## src/rtl/btn_ctrl_pkg.sv

```systemverilog
// Shared constants and helpers for the push-button front end (debounce channels + arbiter).
// Optional round-robin arbitration is selected in the top level by BUTTON_CTRL_ROUND_ROBIN_EN.
package btn_ctrl_pkg;

   localparam int DEF_N_BUTTONS       = 4;
   localparam int DEF_DEBOUNCE_CYCLES = 8;

   // Wraps an index that has overshot n by at most n back into 0..n-1.
   function automatic int wrap_idx(input int i, input int n);
      return (i >= n) ? i - n : i;
   endfunction

endpackage

```

## src/rtl/button_input_controller_debounce_channel.sv

```systemverilog
// One button channel: two-flop synchronizer followed by a consecutive-sample debounce counter.
// rise pulses combinationally in the cycle whose edge flips the stable level from 0 to 1.
module debounce_channel
   import btn_ctrl_pkg::*;
#(
   parameter int DEBOUNCE_CYCLES = DEF_DEBOUNCE_CYCLES
) (
   input  logic clk,
   input  logic reset,
   input  logic raw,
   output logic level,
   output logic rise
);

   localparam int              CNT_W    = $clog2(DEBOUNCE_CYCLES);
   localparam logic [CNT_W-1:0] CNT_TERM = CNT_W'(DEBOUNCE_CYCLES - 1);

   logic             sync1_q, sync1_d;
   logic             sync2_q, sync2_d;
   logic             level_q, level_d;
   logic [CNT_W-1:0] cnt_q, cnt_d;

   always_comb begin
      sync1_d = raw;
      sync2_d = sync1_q;
      level_d = level_q;
      cnt_d   = cnt_q;
      rise    = 1'b0;
      // Any sample that agrees with the stable level restarts the count.
      if (sync2_q == level_q) begin
         cnt_d = '0;
      end else if (cnt_q == CNT_TERM) begin
         level_d = sync2_q;
         cnt_d   = '0;
         rise    = sync2_q;
      end else begin
         cnt_d = cnt_q + CNT_W'(1);
      end
   end

   always_ff @(posedge clk) begin
      if (reset) begin
         sync1_q <= 1'b0;
         sync2_q <= 1'b0;
         level_q <= 1'b0;
         cnt_q   <= '0;
      end else begin
         sync1_q <= sync1_d;
         sync2_q <= sync2_d;
         level_q <= level_d;
         cnt_q   <= cnt_d;
      end
   end

   assign level = level_q;

endmodule

```

## src/rtl/button_input_controller.sv

```systemverilog
// Push-button front end: per-button debounce, pending-press latch, arbiter and valid/ready event register.
// Define BUTTON_CTRL_ROUND_ROBIN_EN for round-robin arbitration; otherwise lowest index wins.
//
// Handshake: out_valid/out_id form a registered source. An event transfers on a rising edge where
// out_valid && out_ready; while out_valid && !out_ready, out_id holds and new presses stay pending.
module button_input_controller
   import btn_ctrl_pkg::*;
#(
   parameter int N_BUTTONS       = DEF_N_BUTTONS,
   parameter int DEBOUNCE_CYCLES = DEF_DEBOUNCE_CYCLES,
   parameter int ID_W            = $clog2(N_BUTTONS)
) (
   input  logic                 clk,
   input  logic                 reset,
   input  logic [N_BUTTONS-1:0] button,
   output logic                 out_valid,
   output logic [ID_W-1:0]      out_id,
   input  logic                 out_ready,
   output logic [N_BUTTONS-1:0] level,
   output logic                 dropped
);

   logic [N_BUTTONS-1:0] level_w;
   logic [N_BUTTONS-1:0] rise_w;

   for (genvar g = 0; g < N_BUTTONS; g++) begin : g_chan
      debounce_channel #(
         .DEBOUNCE_CYCLES(DEBOUNCE_CYCLES)
      ) u_chan (
         .clk  (clk),
         .reset(reset),
         .raw  (button[g]),
         .level(level_w[g]),
         .rise (rise_w[g])
      );
   end

   logic [N_BUTTONS-1:0] pending_q, pending_d;
   logic                 out_valid_q, out_valid_d;
   logic [ID_W-1:0]      out_id_q, out_id_d;
   logic                 dropped_q, dropped_d;
   logic                 grant_any;
   logic [ID_W-1:0]      grant_idx;
   logic                 load;
   logic [N_BUTTONS-1:0] grant_vec;

`ifdef BUTTON_CTRL_ROUND_ROBIN_EN
   logic [ID_W-1:0] ptr_q, ptr_d;

   // First pending index at or after the pointer, wrapping.
   always_comb begin
      grant_any = 1'b0;
      grant_idx = '0;
      for (int k = 0; k < N_BUTTONS; k++) begin
         if (!grant_any && pending_q[wrap_idx(int'(ptr_q) + k, N_BUTTONS)]) begin
            grant_any = 1'b1;
            grant_idx = ID_W'(wrap_idx(int'(ptr_q) + k, N_BUTTONS));
         end
      end
   end
`else
   // Scan high to low so the lowest pending index is the last writer.
   always_comb begin
      grant_any = 1'b0;
      grant_idx = '0;
      for (int k = N_BUTTONS - 1; k >= 0; k--) begin
         if (pending_q[k]) begin
            grant_any = 1'b1;
            grant_idx = ID_W'(k);
         end
      end
   end
`endif

   always_comb begin
      load        = !out_valid_q || out_ready;
      out_valid_d = out_valid_q;
      out_id_d    = out_id_q;
      dropped_d   = dropped_q;
      grant_vec   = '0;
`ifdef BUTTON_CTRL_ROUND_ROBIN_EN
      ptr_d       = ptr_q;
`endif
      if (load) begin
         out_valid_d = grant_any;
         if (grant_any) begin
            out_id_d             = grant_idx;
            grant_vec[grant_idx] = 1'b1;
`ifdef BUTTON_CTRL_ROUND_ROBIN_EN
            ptr_d                = ID_W'(wrap_idx(int'(grant_idx) + 1, N_BUTTONS));
`endif
         end
      end
      // A rise on the granted channel re-arms it rather than merging into the grant.
      pending_d = (pending_q & ~grant_vec) | rise_w;
      if (|(rise_w & pending_q & ~grant_vec)) begin
         dropped_d = 1'b1;
      end
   end

   always_ff @(posedge clk) begin
      if (reset) begin
         pending_q   <= '0;
         out_valid_q <= 1'b0;
         out_id_q    <= '0;
         dropped_q   <= 1'b0;
`ifdef BUTTON_CTRL_ROUND_ROBIN_EN
         ptr_q       <= '0;
`endif
      end else begin
         pending_q   <= pending_d;
         out_valid_q <= out_valid_d;
         out_id_q    <= out_id_d;
         dropped_q   <= dropped_d;
`ifdef BUTTON_CTRL_ROUND_ROBIN_EN
         ptr_q       <= ptr_d;
`endif
      end
   end

   assign out_valid = out_valid_q;
   assign out_id    = out_id_q;
   assign level     = level_w;
   assign dropped   = dropped_q;

endmodule

```

## config.mk

```make
export PLATFORM = sky130hd
export DESIGN_NAME = button_input_controller
export DESIGN_NICKNAME = d
export VERILOG_FILES = /design/src/rtl/btn_ctrl_pkg.sv /design/src/rtl/button_input_controller_debounce_channel.sv /design/src/rtl/button_input_controller.sv
export SDC_FILE = /design/constraint.sdc
export NUM_CORES = 1
export LEC_CHECK = 0
export ABC_AREA = 1
export CAP_MARGIN = 40
export CORE_MARGIN = 2
export CORE_UTILIZATION = 48
export CTS_CLUSTER_SIZE = 28
export DETAILED_ROUTE_END_ITERATION = 10
export HOLD_SLACK_MARGIN = 0.08
export PLACE_DENSITY = 0.71
export SKIP_LAST_GASP = 1
export SLEW_MARGIN = 0
export SYNTH_ARGS = -nofsm -noshare
export SYNTH_HDL_FRONTEND = slang
export SYNTH_SLANG_ARGS = --single-unit
export TNS_END_PERCENT = 5
```

## constraint.sdc

```tcl
create_clock -name clk -period 1.12 [get_ports clk]
set_input_delay 0.168 -clock clk [delete_from_list [all_inputs] [get_ports clk]]
set_output_delay 0.168 -clock clk [all_outputs]
set_load 0.02 [all_outputs]
```

* After elaboration in Yosys (flattened, before gate mapping)
Index checks and enable logic that the tools add are counted.
** Storage, ports and cells
- Memories kept :: 0
- Logic and storage cells :: 76
- Register bits after elaboration :: 32
- Output and inout port bits :: 8
- Memory bits (writable) :: 0
- Bits in read-only memories :: 0
- Input port bits :: 7
- Bits in latches :: 0
** Operators by class
- Bitwise gates (word level) :: 9
- Multipliers :: 0
- Equal/unequal tests :: 8
- Add/sub/neg operators :: 4
- Multiplexer cells :: 20
- Shift-type cells :: 0
- Divide/modulo/power cells :: 0
- Reductions and logical operators :: 13
- Magnitude comparators :: 2
** Operator list (number)
- $mux W1 :: 13
- $add A3 B1 Y3 const B :: 4
- $and A4 B4 Y4 :: 3
- $eq A3 B3 Y1 const B :: 4
- $reduce_or A3 Y1 :: 4
- $reduce_and A2 Y1 :: 5
- $mux W2 :: 4
- $mux W4 :: 2
- $eq A1 B1 Y1 :: 4
- $not A1 Y1 :: 4
- $not A4 Y4 :: 1
- $or A4 B4 Y4 :: 1
- $reduce_or A4 Y1 :: 1
- $lt A2 B3 Y1 const B :: 1
- $demux W1 S2 :: 1
- $ge A2 B1 Y1 const B :: 1
- $logic_and A1 B1 Y1 :: 1
- $logic_not A1 Y1 :: 1
- $logic_or A1 B1 Y1 :: 1

* Depth between registers and ports, before layout
Gate-level depths: netlist (run 1).
- Depth after elaboration :: 13
- Gate-level depth with buffers :: 8
- Depth with buffers taken out :: 8

* Hierarchy
A second synthesis (run 1) with hierarchy kept.
** Unflattened totals
- Cell total of the unflattened synthesis :: 168
- Area total of the unflattened synthesis :: 1301.2 um^2
** By module, submodules not included
- debounce_channel (g_chan[0].u_chan ...) :: area each 226.5 um^2, sequential area each 120.1 um^2, times used 3, cells each 27
- button_input_controller :: area each 392.9 um^2, sequential area each 160.2 um^2, times used 1, cells each 60
- debounce_channel (g_chan[2].u_chan) :: area each 229.0 um^2, sequential area each 120.1 um^2, times used 1, cells each 27

* Least setup slack after synthesis (run 1)
OpenSTA, ideal clock, no wires.
- Path kind :: reg2reg
- Start :: reg g_chan[0].u_chan.cnt_q[0]
- End :: reg dropped_q (netlist: dropped)
- Setup slack :: -46 ps
- Arrival :: 1049 ps
- Data required time :: 1003 ps
- Cell stages (with the launch flop) :: 9
- Cell sequence :: dfxtp_1 > ha_1 > ha_1 > nand3_1 > nor2_1 > nor2_1 > nand2_1 > nor2_1 > nor2_1
** Between the ends
- Cells in the longest elaborated chain, start to end :: 6
** Ends and longest elaborated chain
- start, declared :: RTL line button_input_controller_debounce_channel.sv:21 : logic [CNT_W-1:0] cnt_q, cnt_d;
- start signal, assigned :: RTL line button_input_controller_debounce_channel.sv:51 : cnt_q <= cnt_d;
- $eq A3 B3 Y1 :: RTL line button_input_controller_debounce_channel.sv:32 : end else if (cnt_q == CNT_TERM) begin
- $mux W1 :: RTL line button_input_controller_debounce_channel.sv:32
- $mux W1 :: RTL line button_input_controller_debounce_channel.sv:30 : if (sync2_q == level_q) begin
- $and A4 B4 Y4 (2 in series) :: RTL line button_input_controller.sv:96 : if (|(rise_w & pending_q & ~grant_vec)) begin
- $reduce_or A4 Y1 :: RTL line button_input_controller.sv:96
- end signal, assigned :: RTL line button_input_controller.sv:114 : dropped_q <= dropped_d;
- end, declared :: RTL line button_input_controller.sv:41 : logic dropped_q, dropped_d;
Every way passes these cells.
A chain may end at the register's enable or synchronous reset.

* Final worst setup path (run 1)
Same ends and word-level chain as after synthesis.

==> results of run 1 <==
what timing repair did:
action	in CTS	in global routing
pin swaps	7	6
endpoints found under the setup margin	14	23
gates resized for setup	38	7
setup buffers	3	3
per-layer routing:
metal	vias to the layer above	part of all wire	wire, um
met5	-	0	0
met4	0	0.014	32
met3	5	0.048	112
met2	21	0.51	1190
met1	462	0.43	1000
li1	532	-	-
worst max-delay path by stage:
stage | startpoint | endpoint | slack [ps] | cells after the start
after floorplan | g_chan[0].u_chan.cnt_q[0]$_SDFF_PP0_ | dropped$_SDFFE_PP0P_ | 0.9 | 8
after global placement | out_ready | dropped$_SDFFE_PP0P_ | -120 | 8
after detailed placement | out_ready | dropped$_SDFFE_PP0P_ | -140 | 8
after CTS | g_chan[0].u_chan.cnt_q[0]$_SDFF_PP0_ | dropped$_SDFFE_PP0P_ | -30 | 8
after global routing | g_chan[0].u_chan.cnt_q[1]$_SDFF_PP0_ | dropped$_SDFFE_PP0P_ | -110 | 8
final | g_chan[0].u_chan.cnt_q[0]$_SDFF_PP0_ | dropped$_SDFFE_PP0P_ | -30 | 8
cell usage in the layout (no fill, tap or decap), types with 2 or more instances in the layout:
| master | instances |
|---|---|
| dfxtp_1 | 26 |
| nor2_4 | 2 |
| nand3_2 | 2 |
| inv_2 | 2 |
| clkdlybuf4s15_2 | 3 |
| clkinv_2 | 2 |
| nand2_1 | 14 |
| a21oi_1 | 9 |
| clkdlybuf4s15_1 | 5 |
| clkdlybuf4s50_1 | 6 |
| xor2_1 | 3 |
| ha_2 | 3 |
| nand3_1 | 7 |
| o21ai_0 | 4 |
| dfxtp_2 | 6 |
| ha_4 | 5 |
| clkbuf_4 | 5 |
| nor2_1 | 30 |
| inv_1 | 27 |
| nor2_2 | 4 |
| buf_4 | 14 |
stage by stage:
step,setup TNS [ps],setup slack [ps],hold WS [ps]
after floorplan,0,0.880,275
after global placement,-297,-117,389
after detailed placement,-407,-137,408
after CTS,-162,-28.0,349
after global routing,-1130,-106,346
final,-117,-33.5,357
critical path, delay by kind of cell (launching register included):
| kind | cells | cell delay [ps] |
|---|---|---|
| AND/OR/NAND/NOR | 6 | 400 |
| adder cells (fa/ha/maj) | 2 | 320 |
| flip-flops | 1 | 350 |
registers in the layout, indices dropped and copies added (netlist names):
register and flops:
g_chan.u_chan.level 4, pending_q 4, out_valid 1, dropped 1
g_chan.u_chan.cnt_q 12, g_chan.u_chan.sync2_q 4, g_chan.u_chan.sync1_q 4, out_id 2
power by group:
group          internal [mW]  switching [mW]
clock network          0.298           0.381
registers               1.16          0.0110
logic                 0.0390          0.0388
total                   1.49           0.431
logic make-up after synthesis:
kind of cell,synth area share
AOI/OAI and AO/OA,0.0581
xor gates and xnor gates,0.0207
adders and majority gates,0.0788
buffers and inverters,0.120
DFF,0.504
and+or+nand+nor,0.218
area by class of cell:
cell class                      instances  area [um2]  share of cell area
Sequential cell                        32         648               0.383
Timing Repair Buffer                   28         249               0.147
Multi-Input combinational cell         89         582               0.344
Inverter                               30         115              0.0680
Tap cell                               30        37.5              0.0222
Clock inverter                          2        10.0             0.00591
Clock buffer                            6        51.3              0.0303
==> impl_metrics.py, run 1 <==
metrics = {
    "outcome": {
        "status": "complete, but fails checks",
        "violations": "negative setup slack",
    },
    "hold_path": {
        "hold_end": "g_chan[3].u_chan.sync1_q$_SDFF_PP0_",
        "hold_depth": 3,
        "hp-start": "button[3]",
        "hold_class": "primary input to flip-flop",
    },
    "yosys": {
        "seq_area_frac_synth": 0.504,
        "synth_cell_types": 19,
        "synth_seq_cells": 32,
        "async_flop_share": 0,
        "synth_area_um2": 1270,
        "synth_edf_count": 0,
        "synth_nets": 172,
        "synth_top_area_frac": 0.504,
        "synthCells": 157,
        "synth_area_leaders": "dfxtp_1 (50%), nor2_1 (9.8%), inv_1 (8.6%), ha_1 (7.9%), nand2_1 (4.1%)",
        "syn_area_per_cell_um2": 8.09,
        "yosysTopAreaCell": "dfxtp_1",
        "yosys-top-cells-count": "nor2_1 (33), dfxtp_1 (32), inv_1 (29), nand2_1 (14), nand3_1 (10)",
        "yosysMostFrequentCell": "nor2_1",
        "yosysWarningCount": 0,
        "synthFlopType": "dfxtp_1",
    },
    "clock_network": {
        "htree_levels": 2,
        "clock_path_buffers": 2,
        "clock_latency_ps": 320,
        "clk_pin_slew_ps": 100,
        "cts_tree": "yes",
        "ctsHoldBuffers": 0,
        "cts_made_buffers": 5,
        "cts_root_buffer": "clkbuf_4",
        "cts_num_sinks": 32,
    },
    "sta": {
        "clock_skew_ps": 8.09,
        "hold_violations": 0,
        "rsz0062_at_grt": "true",
        "maxSlewHeadroom": 0.856,
        "max_freq_ghz": 0.867,
        "worstMarginPinSlew_ps": 215,
        "setup_viol": 11,
        "layout_setup_ws_ps": -33.5,
        "min_period_ps": 1150,
        "slew_violations": 0,
        "fin_crit_sh": 1.03,
    },
    "global_route": {
        "grt_use_total": 0.166,
        "grt_pass1_vias": 1011,
        "met2_usage": 0.296,
        "grt_max_degree": 14,
        "grt_first_pass_wirelength_um": 4010,
        "grt_overflow_total": 0,
        "antenna_found_initial": 0,
        "top_usage_layer": "met2",
        "met3_usage": 0.0492,
        "use_met1": 0.175,
    },
    "routing": {
        "first_pass_iters": 4,
        "drc": 0,
        "detail-route-antenna-nets": 0,
        "vias": 1020,
        "drt-total-wl_um": 2340,
        "drtIter0Drc": 15,
        "avgRoutedWirePerCell_um": 10.8,
        "routed_via_density": 4.70,
    },
    "worst_setup_path": {
        "regToRegEndpoint": "dropped$_SDFFE_PP0P_",
        "cp.required_ps": 1350,
        "crit_type": "flip-flop to flip-flop",
        "path_cells": "ha_4 -> ha_4 -> nand3_4 -> nor2_2 -> nor2_1 -> nand2_1 -> nor2_1 -> nor2_1",
        "critPathLaunchType": "flip-flop",
        "rrSetupSlack_ps": -30,
        "rr_startpoint": "g_chan[0].u_chan.cnt_q[0]$_SDFF_PP0_",
        "crit_path_end_kind": "flip-flop",
        "path_max_fanout": 3,
        "rr_worst_depth": 8,
        "arrival_ps": 1380,
        "cpMostUsedCell": "nor2_1",
        "critPathMaxStageDelay_ps": 350,
        "slowest_stage": "dfxtp_2",
    },
    "power_and_ir_drop": {
        "p_leak_nw": 0.717,
        "ir_drop_mv": 0.946,
        "power_per_cell_area_nw_per_um2": 1140,
        "finalPower_mw": 1.92,
    },
    "layout": {
        "final_cell_area_um2": 1690,
        "area_growth_pct": 33.3,
        "post-route-util": 0.677,
        "final_net_count": 201,
        "drive_gt1_frac": 0.289,
        "fillers": 194,
        "final_cells": 217,
        "insertedDiodeCount": 0,
    },
    "floorplan": {
        "placementRows": 18,
        "die_y_um": 55.4,
        "die_area_um2": 3070,
        "die_w_um": 55.4,
        "fp.coreArea_um2": 2500,
        "ioPinCount": 15,
        "initial_utilization": 0.508,
    },
    "placement": {
        "dpl.cell_count": 203,
        "hpwl_um": 1550,
        "post_dp_cell_area_um2": 1480,
        "routabilityCongestion": 0.751,
        "numPortBuffers": 14,
    },
    "flow_run": {
        "cap_violations": 0,
    },
}
No activity file was read; power rests on OpenSTA's default activity.
==> run 2, diff against run 1 <==
SKIP_LAST_GASP = unset   (was 1)
clock period = 0.9 ns   (was 1.12 ns; I/O delays follow)
==> run 2 against run 1 <==
The flow still finishes with violations (negative setup slack). Hold slack worse by 34 ps. First-iteration DRC count up 6.7%. Non-clock buffer count is 2 higher. Maximum frequency down 0.32%. Global-route usage shrank 0.46 points. Combinational power grew 23%. Clock skew increased by 3.2 ps. Critical path type unchanged. Highest routed layer unchanged.
==> impl_metrics.py, run 2 (synthesis gave the netlist of run 1 again) <==
metrics = {
    "outcome": {
        "status": "complete, but fails checks",
        "violations": "negative setup slack",
    },
    "clock_network": {
        "clock_path_buffers": 2,
        "htree_levels": 2,
        "clk_pin_slew_ps": 90,
        "cts_made_buffers": 5,
        "cts_num_sinks": 32,
        "ctsHoldBuffers": 0,
        "clock_latency_ps": 320,
        "cts_tree": "yes",
        "cts_root_buffer": "clkbuf_4",
    },
    "floorplan": {
        "fp.coreArea_um2": 2500,
        "die_y_um": 55.4,
        "die_area_um2": 3070,
        "initial_utilization": 0.508,
        "die_w_um": 55.4,
        "placementRows": 18,
        "ioPinCount": 15,
    },
    "global_route": {
        "grt_pass1_vias": 978,
        "grt_first_pass_wirelength_um": 3860,
        "grt_max_degree": 13,
        "antenna_found_initial": 0,
        "grt_overflow_total": 0,
        "grt_use_total": 0.161,
    },
    "power_and_ir_drop": {
        "finalPower_mw": 2.43,
        "power_per_cell_area_nw_per_um2": 1360,
        "ir_drop_mv": 1.23,
        "p_leak_nw": 0.756,
    },
    "routing": {
        "avgRoutedWirePerCell_um": 10.6,
        "drtIter0Drc": 16,
        "first_pass_iters": 3,
        "drc": 0,
        "routed_via_density": 4.64,
        "wl_met1_um": 1000,
        "drt-total-wl_um": 2300,
        "vias": 1012,
        "wl_met2_um": 1140,
        "detail-route-antenna-nets": 0,
        "wl_met3_um": 106,
        "highest_layer": "met4",
    },
    "placement": {
        "hpwl_um": 1650,
        "dpl.cell_count": 208,
        "routabilityCongestion": 0.811,
        "numPortBuffers": 14,
        "post_dp_cell_area_um2": 1580,
    },
    "worst_setup_path": {
        "critPathLaunchType": "flip-flop",
        "arrival_ps": 1380,
        "path_max_fanout": 3,
        "cp.required_ps": 1120,
        "crit_type": "flip-flop to flip-flop",
        "crit_path_end_kind": "flip-flop",
    },
    "sta": {
        "clock_skew_ps": 11.2,
        "slew_violations": 0,
        "maxSlewHeadroom": 0.860,
        "holdWs_ps": 323,
        "layout_setup_ws_ps": -257,
        "setup_viol": 31,
        "hold_violations": 0,
        "min_period_ps": 1160,
        "fin_crit_sh": 1.29,
        "rsz0062_at_grt": "true",
        "finalSetupTns_ps": -2750,
        "max_freq_ghz": 0.864,
        "worstMarginPinSlew_ps": 210,
    },
    "layout": {
        "final_common_cell": "nor2_1",
        "largest_register": "g_chan.u_chan.cnt_q",
        "final_net_count": 203,
        "final_cell_area_um2": 1790,
        "area_growth_pct": 40.9,
        "drive_gt1_frac": 0.388,
        "final_cells": 218,
        "insertedDiodeCount": 0,
        "largest_register_ff_count": 12,
        "layout_common_cells": "nor2_1 (32), inv_1 (27), buf_4 (17)",
    },
    "flow_run": {
        "cap_violations": 0,
    },
    "hold_path": {
        "hold_class": "primary input to flip-flop",
    },
}
==> run 2: critical path: stages, from the launching register on <==
cell     delay [ps]
dfxtp_2         340
ha_4            160
ha_4            160
inv_4            60
nor2_4           50
buf_4           130
a21oi_2         100
nor2_1           50
==> run 2: worst paths after layout <==
path	from	to	slack, ps	cells past startpoint
max	g_chan[3].u_chan.cnt_q[0]$_SDFF_PP0_	g_chan[3].u_chan.level$_SDFFE_PP0P_	-260	7
min	button[2]	g_chan[2].u_chan.sync1_q$_SDFF_PP0_	320	3
max reg2reg	g_chan[3].u_chan.cnt_q[0]$_SDFF_PP0_	g_chan[3].u_chan.level$_SDFFE_PP0P_	-260	7
min reg2reg	g_chan[2].u_chan.sync1_q$_SDFF_PP0_	g_chan[2].u_chan.sync2_q$_SDFF_PP0_	410	2
==> run 2: metal layers <==
metal,vias up,track usage
met1,447,0.180
met3,9,0.0515
met5,-,0
li1,535,-
met4,0,0.0836
met2,21,0.272
==> run 2: area by class of cell <==
cell class,instances,area (um2)
tap,30,37.5
clock buffer,7,65.1
multi-input combinational,89,644
sequential,32,661
timing repair buffer,30,267
fill,192,711
inverter,30,115
==> run 2: per-stage QoR <==
stage / utilization / worst slack (ps)
finish: 0.716 / -257
global route: 0.716 / -327
CTS: 0.695 / -256
detailed placement: 0.630 / -354
global placement: 0.630 / -290
floorplan: - / -173
==> run 2: timing repair <==
action	CTS	global route
buffers inserted	1	2
gates resized for setup	70	11
pin swaps	10	8
endpoints found under the setup margin	32	32
==> run 2: power by group <==
part	switching [mW]	leakage [nW]	internal, mW
clock	0.440	0.0374	0.443
sequential	0.0154	0.268	1.44
combinational	0.0466	0.451	0.0493
